===== config.mk =====
export PLATFORM = sky130hd
export DESIGN_NAME = ex_flag_commit_stage
export DESIGN_NICKNAME = d
export VERILOG_FILES = /design/src/rtl/ex_flag_commit_stage_pkg.sv /design/src/rtl/ex_flag_commit_stage_br_cond_eval.sv /design/src/rtl/ex_flag_commit_stage.sv
export SDC_FILE = /design/constraint.sdc
export NUM_CORES = 1
export LEC_CHECK = 0
export ABC_AREA = 1
export BUFFER_PORTS_ARGS = -buffer_cell sky130_fd_sc_hd__buf_2
export CORE_AREA = 5 5 55 57
export CTS_CLUSTER_DIAMETER = 80
export DETAILED_ROUTE_END_ITERATION = 8
export DIE_AREA = 0 0 60 62
export PLACE_DENSITY = 0.84
export SLEW_MARGIN = 25
export SYNTH_ARGS = -nofsm -noshare
export SYNTH_HDL_FRONTEND = slang
export SYNTH_SLANG_ARGS = --single-unit

===== constraint.sdc =====
create_clock -name clk -period 2.9 [get_ports clk]
set_input_delay 0.58 -clock clk [delete_from_list [all_inputs] [get_ports clk]]
set_output_delay 0.58 -clock clk [all_outputs]
set_load 0.02 [all_outputs]

===== src/rtl/ex_flag_commit_stage_pkg.sv =====
// rtl/ex_flag_commit_stage_pkg.sv - shared execute-stage opcodes, branch condition codes and flag indices
package ex_flag_commit_stage_pkg;

    // ALU opcodes
    localparam logic [3:0] OP_ADD    = 4'b0000;
    localparam logic [3:0] OP_SUB    = 4'b0001;
    localparam logic [3:0] OP_XOR    = 4'b0010;
    localparam logic [3:0] OP_RED    = 4'b0011;
    localparam logic [3:0] OP_SLL    = 4'b0100;
    localparam logic [3:0] OP_SRA    = 4'b0101;
    localparam logic [3:0] OP_ROR    = 4'b0110;
    localparam logic [3:0] OP_PADDSB = 4'b0111;

    // Branch condition codes
    localparam logic [2:0] CCC_NE     = 3'b000;
    localparam logic [2:0] CCC_EQ     = 3'b001;
    localparam logic [2:0] CCC_GT     = 3'b010;
    localparam logic [2:0] CCC_LT     = 3'b011;
    localparam logic [2:0] CCC_GE     = 3'b100;
    localparam logic [2:0] CCC_LE     = 3'b101;
    localparam logic [2:0] CCC_OVF    = 3'b110;
    localparam logic [2:0] CCC_ALWAYS = 3'b111;

    // Bit positions inside the packed {Z, V, N} flag vector
    localparam int FLAG_Z = 2;
    localparam int FLAG_V = 1;
    localparam int FLAG_N = 0;

endpackage


===== src/rtl/ex_flag_commit_stage_br_cond_eval.sv =====
// rtl/ex_flag_commit_stage_br_cond_eval.sv - combinational branch condition evaluator
// Ports: ccc (condition code), z/v/n (flags to test), taken (condition holds).
module br_cond_eval
    import ex_flag_commit_stage_pkg::*;
(
    input  logic [2:0] ccc,
    input  logic       z,
    input  logic       v,
    input  logic       n,
    output logic       taken
);

    always_comb begin
        taken = 1'b0;
        case (ccc)
            CCC_NE:     taken = ~z;
            CCC_EQ:     taken = z;
            CCC_GT:     taken = ~z & ~n;
            CCC_LT:     taken = n;
            CCC_GE:     taken = z | ~n;
            CCC_LE:     taken = n | z;
            CCC_OVF:    taken = v;
            CCC_ALWAYS: taken = 1'b1;
            default:    taken = 1'b0;
        endcase
    end

endmodule


===== src/rtl/ex_flag_commit_stage.sv =====
// rtl/ex_flag_commit_stage.sv - Z/V/N flag update, EX/MEM register and bypassed branch condition
// Ports: clk/rst (sync active-high); ex_* execute-stage instruction and result;
// stall holds EX/MEM and flags; br_ccc condition code from decode;
// mem_* registered EX/MEM outputs; flag_z/v/n architectural flags;
// br_taken combinational condition outcome on bypassed flags.
module ex_flag_commit_stage
    import ex_flag_commit_stage_pkg::*;
#(
    parameter int DATA_W     = 16,
    parameter int REG_ADDR_W = 4
) (
    input  logic                  clk,
    input  logic                  rst,
    input  logic                  ex_valid,
    input  logic [3:0]            ex_opcode,
    input  logic [DATA_W-1:0]     ex_result,
    input  logic                  ex_ovf,
    input  logic [REG_ADDR_W-1:0] ex_rd,
    input  logic                  ex_reg_wr,
    input  logic                  ex_kill,
    input  logic                  stall,
    input  logic [2:0]            br_ccc,
    output logic                  mem_valid,
    output logic [DATA_W-1:0]     mem_result,
    output logic [REG_ADDR_W-1:0] mem_rd,
    output logic                  mem_reg_wr,
    output logic                  flag_z,
    output logic                  flag_v,
    output logic                  flag_n,
    output logic                  br_taken
);

    logic [2:0] flags;
    logic [2:0] next_flags;
    logic       commit;
    logic       res_zero;

    assign commit   = ex_valid & ~ex_kill & ~stall;
    assign res_zero = (ex_result == '0);

    // next_flags doubles as the bypass value: it equals the current flags
    // whenever nothing commits, so decode always sees the up-to-date view.
    always_comb begin
        next_flags = flags;
        if (commit) begin
            case (ex_opcode)
                OP_ADD, OP_SUB: begin
                    next_flags[FLAG_Z] = res_zero;
                    next_flags[FLAG_V] = ex_ovf;
                    next_flags[FLAG_N] = ex_result[DATA_W-1];
                end
                OP_XOR, OP_SLL, OP_SRA, OP_ROR: begin
                    next_flags[FLAG_Z] = res_zero;
                end
                default: next_flags = flags;
            endcase
        end
    end

    always_ff @(posedge clk) begin
        if (rst) begin
            flags      <= '0;
            mem_valid  <= 1'b0;
            mem_result <= '0;
            mem_rd     <= '0;
            mem_reg_wr <= 1'b0;
        end else if (!stall) begin
            flags      <= next_flags;
            mem_valid  <= commit;
            // Bubbles load zeros so stale data never lingers in EX/MEM.
            mem_result <= commit ? ex_result : '0;
            mem_rd     <= commit ? ex_rd : '0;
            mem_reg_wr <= commit & ex_reg_wr;
        end
    end

    assign flag_z = flags[FLAG_Z];
    assign flag_v = flags[FLAG_V];
    assign flag_n = flags[FLAG_N];

    br_cond_eval u_br_cond_eval (
        .ccc   (br_ccc),
        .z     (next_flags[FLAG_Z]),
        .v     (next_flags[FLAG_V]),
        .n     (next_flags[FLAG_N]),
        .taken (br_taken)
    );

endmodule


==> flow_metrics.py, run 1 <==
metrics = {
    "run_status": {
        "status": "finished clean",
    },
    "routing": {
        "ant_nets": 0,
        "drc_errors": 0,
        "dr.pass1.iters": 4,
        "drt_iter0_drc": 65,
        "wl_per_cell_um": 10.9,
        "vias": 1162,
        "via_per_inst": 4.67,
        "wl_um": 2720,
    },
    "clocking": {
        "holdBufCountCts": 0,
        "cts-buffers-inserted": 3,
        "clk_latency_ns": 0.31,
        "cts.root.buffer_cell": "clkbuf_4",
        "cts_buffer_depth": 2,
        "clk_pin_slew_worst_paths_ns": 0.13,
        "numClockSinks": 25,
        "tritoncts": "built",
        "ctsResizeCount": 0,
        "htreeDepth": 1,
        "cts_setup_buffers": 0,
    },
    "worst_hold_path": {
        "hp-start": "mem_result[0]",
        "hold_depth": 2,
        "hp-class": "register to register",
        "hold_end": "mem_result[0]",
    },
    "global_route": {
        "track_usage_pct": 14.9,
        "grt_max_degree": 26,
        "grt_pass1_vias": 1071,
        "antenna_found_initial": 0,
        "grt_pass1_wl_um": 4260,
        "overflow": 0,
    },
    "critical_path": {
        "critPathArrivalTime_ns": 1.68,
        "startpoint_type": "input pin",
        "end_kind": "output port",
        "critical_path.max_fanout": 5,
        "crit_path_start": "stall",
        "r2r-end": "flags[2]",
        "crit_type": "input pin to output port",
        "rrSetupSlack_ns": 2.15,
        "cp.required_ns": 2.32,
        "r2r_start": "flags[2]",
        "reg2regPathDepth": 4,
    },
    "floorplanning": {
        "coreArea_mm2": 0.00243,
        "rows": 18,
        "ios": 60,
        "die_area_mm2": 0.00372,
        "die_w_um": 60,
        "start_util_pct": 43.8,
        "die_h_um": 62,
    },
    "yosys": {
        "synth_nets": 195,
        "yosysWarnings": 0,
        "ys_types": 13,
        "yosysTopAreaCell": "dfxtp_1",
        "ys_seq_area_share_pct": 46.9,
        "netlist_instances": 161,
        "yosysTopAreaCellShare_pct": 46.9,
        "netlist_area_mm2": 0.00107,
        "avgSynthCellArea_um2": 6.62,
        "synthTopCellsByArea": "dfxtp_1, nand2_1, a21oi_1, nor2_1, nand3_1",
        "synth_seq_cells": 25,
    },
    "timing": {
        "min_period_ns": 2.26,
        "finalHoldViolCount": 0,
        "finalCritPeriodShare_pct": 78.1,
        "slew_violations": 0,
        "worst_slew_pin_slew_ns": 0.441,
        "clock_skew_ns": 0,
        "setup_viol": 0,
        "finalSetupTns_ns": 0,
        "maxSlewHeadroom_pct": 70.6,
        "rsz0062_at_grt": "false",
        "clock.fmax_mhz": 442,
    },
    "placed_design": {
        "place_hpwl_um": 2140,
        "placed_area_mm2": 0.00139,
        "gp_congestion": 0.835,
        "io_buffers": 59,
    },
    "pwr": {
        "powerDensity_mw_per_mm2": 423,
        "p_leak_nw": 0.707,
        "peakVddDrop_mv": 0.248,
        "p_total_w": 0.000598,
    },
    "finish": {
        "area_growth_pct": 32.7,
        "layout-drive-gt1-share_pct": 32.0,
        "final_nets": 254,
        "finalInstanceArea_mm2": 0.00142,
        "diodes": 0,
    },
    "run": {
        "maxCapViolCount": 0,
    },
}
## placed cells by master (no fill, tap or decap), drive strengths merged
cell and instances:
a21oi 24, inv 10, clkbuf 3, nand3 7, buf 61, clkinvlp 1
o21ai 1, nand2 66, nor3 2, dfxtp 25, nor2 19
## cell type report
class | count | area [um^2]
fillers | 253 | 1020
clock buffers | 3 | 22.5
well taps | 30 | 37.5
clock inverters | 1 | 7.51
inverters | 10 | 37.5
repair buffers | 61 | 310
multi-input cells | 119 | 499
flip-flops and latches | 25 | 500
## through the flow
step           setup WS, ns  utilization [%]  hold slack [ns]  std cells
4_1_cts               0.630             58.2            0.473        249
5_1_grt               0.486             58.2            0.479        249
2_1_floorplan         0.956                -            0.540        161
3_5_place_dp          0.633             56.9            0.453        245
3_3_place_gp          0.681             56.9            0.449        245
6_report              0.636             58.2            0.473        249
## how the worst max path moves through the flow
stage	end	slack (ns)	cells past startpoint
after global placement	br_taken	0.68	12
after global routing	br_taken	0.49	12
after CTS	br_taken	0.63	12
after floorplan	br_taken	0.96	11
final	br_taken	0.64	12
after detailed placement	br_taken	0.63	12
## power breakdown
group	leakage, nW	internal [W]	switching (W)
registers	0.203	0.000351	0.00000343
logic	0.491	0.0000350	0.0000537
clock network	0.0139	0.0000525	0.000102
## Yosys cell counts
library cell,count
nor3_1,2
inv_2,1
inv_1,9
nand2_1,63
dfxtp_1,25
nand2_2,3
buf_2,2
clkbuf_1,5
a21oi_1,24
o21ai_0,1
nor2_1,18
nor2_2,1
nand3_1,7
## worst max-delay path: stages
cell     delay, ns
buf_2         0.11
nor2_1        0.17
nand2_2       0.12
nor2_2        0.14
nand2_1       0.09
nand2_1       0.09
nand2_1       0.05
nand2_1       0.05
nand2_1       0.04
nand2_1       0.05
nand2_1       0.04
buf_2         0.15
## kinds of logic (layout without fill, tap and decap cells)
group | Yosys count | count (layout) | synth area share, %
flip-flops | 25 | 25 | 46.9
AND/OR/NAND/NOR | 94 | 94 | 35.1
AO/OA/AOI/OAI | 25 | 25 | 11.7
buffers and inverters | 17 | 75 | 6.22
## metal layers
metal | global-route usage [%] | wire [um] | up-vias
li1 | - | - | 618
met1 | 16.1 | 1080 | 506
met2 | 27.9 | 1350 | 36
met3 | 4.13 | 273 | 2
met4 | 4.75 | 14 | 0
met5 | 0 | 0 | -
## registers in the layout (all words and copies together) (netlist names)
name        cells
flags           3
mem_valid       1
mem_result     16
mem_reg_wr      1
mem_rd          4
Note: power is estimated with default switching activity, not from simulation.
==> run 2, diff against run 1 <==
--- a/config.mk
+++ b/config.mk
@@ -5,13 +5,13 @@
 export SDC_FILE = /design/constraint.sdc
 export NUM_CORES = 1
 export LEC_CHECK = 0
-export ABC_AREA = 1
+export ABC_AREA = 0
 export BUFFER_PORTS_ARGS = -buffer_cell sky130_fd_sc_hd__buf_2
-export CORE_AREA = 5 5 55 57
+export CORE_AREA = 5 5 58 60
 export CTS_CLUSTER_DIAMETER = 80
 export DETAILED_ROUTE_END_ITERATION = 8
-export DIE_AREA = 0 0 60 62
-export PLACE_DENSITY = 0.84
+export DIE_AREA = 0 0 63 65
+export PLACE_DENSITY = 0.76
 export SLEW_MARGIN = 25
 export SYNTH_ARGS = -nofsm -noshare
 export SYNTH_HDL_FRONTEND = slang
==> constraint.sdc (replaced) <==
create_clock -name clk -period 2 [get_ports clk]
set_input_delay 0.4 -clock clk [delete_from_list [all_inputs] [get_ports clk]]
set_output_delay 0.4 -clock clk [all_outputs]
set_load 0.02 [all_outputs]
==> run 2 against run 1 <==
  * The run now ends with negative setup slack left
  * Cell area shrank 0.18%
  * Largest cell class unchanged
  * Critical endpoint unchanged
  * Clock-buffer cell count increased by 1
  * Largest power group unchanged
  * Flip-flop and latch count stayed put
  * Global-route usage down 1.4 points
  * Non-clock buffer count grew 6
  * Core utilization decreased by 9.1 points
  * Combinational power rose by 55%
  * Via count shrank 12%
==> flow_metrics.py, run 2 <==
metrics = {
    "finish": {
        "final_common_cell": "buf_2",
        "final_cell_mix": "buf_2, dfxtp_1, nor2_1",
        "largest_register_ffs": 16,
        "final_util_pct": 49.1,
        "final_nets": 203,
        "finalInstanceArea_mm2": 0.00141,
        "final_cell_count_no_fill": 201,
        "regMostFlops": "mem_result",
        "reg_top3": "mem_result x16, mem_rd x4, flags x3",
        "area_growth_pct": 44.7,
        "layout-drive-gt1-share_pct": 45.2,
        "diodes": 0,
        "seq_area_um2": 500,
        "multi_input_area_um2": 455,
        "fillers": 281,
    },
    "critical_path": {
        "critical_path.max_fanout": 3,
        "critPathArrivalTime_ns": 1.68,
        "rrSetupSlack_ns": 1.09,
        "r2r-end": "flags[0]",
        "end_kind": "output port",
        "startpoint_type": "input pin",
        "crit_type": "input pin to output port",
        "r2r_start": "flags[0]",
        "cp.required_ns": 1.60,
        "reg2regPathDepth": 3,
    },
    "timing": {
        "min_period_ns": 2.08,
        "setup_slack_ns": -0.0796,
        "worst_slew_pin_slew_ns": 0.435,
        "rsz0062_at_grt": "true",
        "finalHoldViolCount": 0,
        "finalCritPeriodShare_pct": 104,
        "setup_viol": 1,
        "clock.fmax_mhz": 481,
        "slew_violations": 0,
        "maxSlewHeadroom_pct": 71.0,
        "clock_skew_ns": 0,
    },
    "pwr": {
        "peakVddDrop_mv": 0.428,
        "p_leak_nw": 0.677,
        "powerDensity_mw_per_mm2": 614,
    },
    "yosys": {
        "synthArstFlopShare_pct": 0,
        "yosysWarnings": 0,
        "ys_seq_area_share_pct": 51.3,
        "netlist_area_um2": 976,
        "synth_edf_count": 0,
        "synth_seq_cells": 25,
        "yosysTopAreaCellShare_pct": 51.3,
        "yosysTopAreaCell": "dfxtp_1",
        "yosys-top-cells-count": "dfxtp_1, nor2_1, a22oi_1",
        "avgSynthCellArea_um2": 9.38,
        "netlist_instances": 104,
        "ys_types": 24,
        "synth_ff_type": "dfxtp_1",
        "synth_nets": 138,
        "synth.most_common_cell": "dfxtp_1",
        "synthTopCellsByArea": "dfxtp_1, a22oi_1, nor2_1, nor4_1, clkbuf_1",
    },
    "placed_design": {
        "placedCellCount": 195,
        "place_ws_ns": -0.201,
        "place_hpwl_um": 2130,
        "placed_area_mm2": 0.00133,
        "gp_congestion": 0.768,
        "io_buffers": 59,
    },
    "routing": {
        "drc_errors": 0,
        "ant_nets": 0,
        "dr.pass1.iters": 4,
        "vias": 1023,
        "drt_iter0_drc": 50,
        "wl_per_cell_um": 13.5,
        "via_per_inst": 5.09,
        "wl_um": 2710,
    },
    "clocking": {
        "cts_buffer_depth": 2,
        "htreeDepth": 1,
        "cts-buffers-inserted": 3,
        "clk_latency_ns": 0.30,
        "numClockSinks": 25,
        "cts.root.buffer_cell": "clkbuf_4",
        "tritoncts": "built",
        "clk_pin_slew_worst_paths_ns": 0.12,
    },
    "global_route": {
        "track_usage_pct": 13.5,
        "grt_pass1_vias": 1121,
        "grt_pass1_wl_um": 4580,
        "antenna_found_initial": 0,
        "grt_max_degree": 26,
        "overflow": 0,
    },
    "run_status": {
        "violations": "negative setup slack",
        "status": "finished with violations",
    },
    "worst_hold_path": {
        "hold_end": "mem_rd[1]",
        "hp-start": "ex_rd[1]",
        "hp-class": "input pin to register",
        "hold_depth": 3,
    },
    "floorplanning": {
        "rows": 20,
        "start_util_pct": 33.9,
        "die_h_um": 65,
        "ios": 60,
        "coreArea_mm2": 0.00288,
        "die_area_mm2": 0.00410,
        "die_w_um": 63,
    },
    "run": {
        "maxCapViolCount": 0,
    },
}
run 2: how the worst max path moves through the flow:
stage | end | startpoint | slack (ns)
after floorplan | br_taken | stall | 0.002
after global placement | br_taken | stall | -0.14
after detailed placement | br_taken | stall | -0.20
after CTS | br_taken | ex_kill | -0.1
after global routing | br_taken | stall | -0.17
final | br_taken | ex_opcode[2] | -0.08
run 2: layout make-up:
class	instances	area share, %
clock buffers	4	1.86
flip-flops and latches	25	35.4
repair buffers	67	26.7
inverters	3	0.797
well taps	33	2.92
multi-input cells	69	32.2
run 2: stage by stage:
stage               hold WS (ns)  TNS [ns]  total power, W
detailed placement         0.482    -0.201        0.000653
global placement           0.470    -0.139        0.000648
CTS                        0.321   -0.0972        0.000877
floorplan                  0.544         0        0.000587
finish                     0.328   -0.0796        0.000867
global route               0.327    -0.171        0.000910
run 2: where the power goes:
group | internal (W) | switching (W)
clock network | 0.0000777 | 0.000136
registers | 0.000509 | 0.00000571
logic | 0.0000637 | 0.0000740
total | 0.000651 | 0.000216
run 2: worst max-delay path, stage by stage:
cell and delay (ns):
buf_2 0.11, nor3_4 0.23, and2_4 0.18, mux4_2 0.27, o211ai_1 0.16, o311a_1 0.20
buf_6 0.12
run 2: what timing repair did:
item / CTS / global route
resized for setup: 9 / 2
buffers inserted: 1 / 1
setup endpoints to repair: 1 / 1
pin swaps: 4 / 3
hold buffers: 0 / 0
run 2: routing by layer:
metal / part of all wire, % / vias to the layer above / GRT usage (%)
met4: 0 / 0 / 3.98
met5: 0 / - / 0
li1: - / 509 / -
met3: 8.8 / 0 / 3.29
met2: 50 / 37 / 26.2
met1: 41 / 477 / 14.1
run 2: cell families after synthesis:
group                  count (synthesis)  share of synthesized area, %
AND/OR/NAND/NOR                       36                          17.6
AO/OA/AOI/OAI                         29                          22.1
flip-flops                            25                          51.3
buffers and inverters                 10                          3.85
multiplexers                           3                          4.36
XOR/XNOR                               1                         0.898
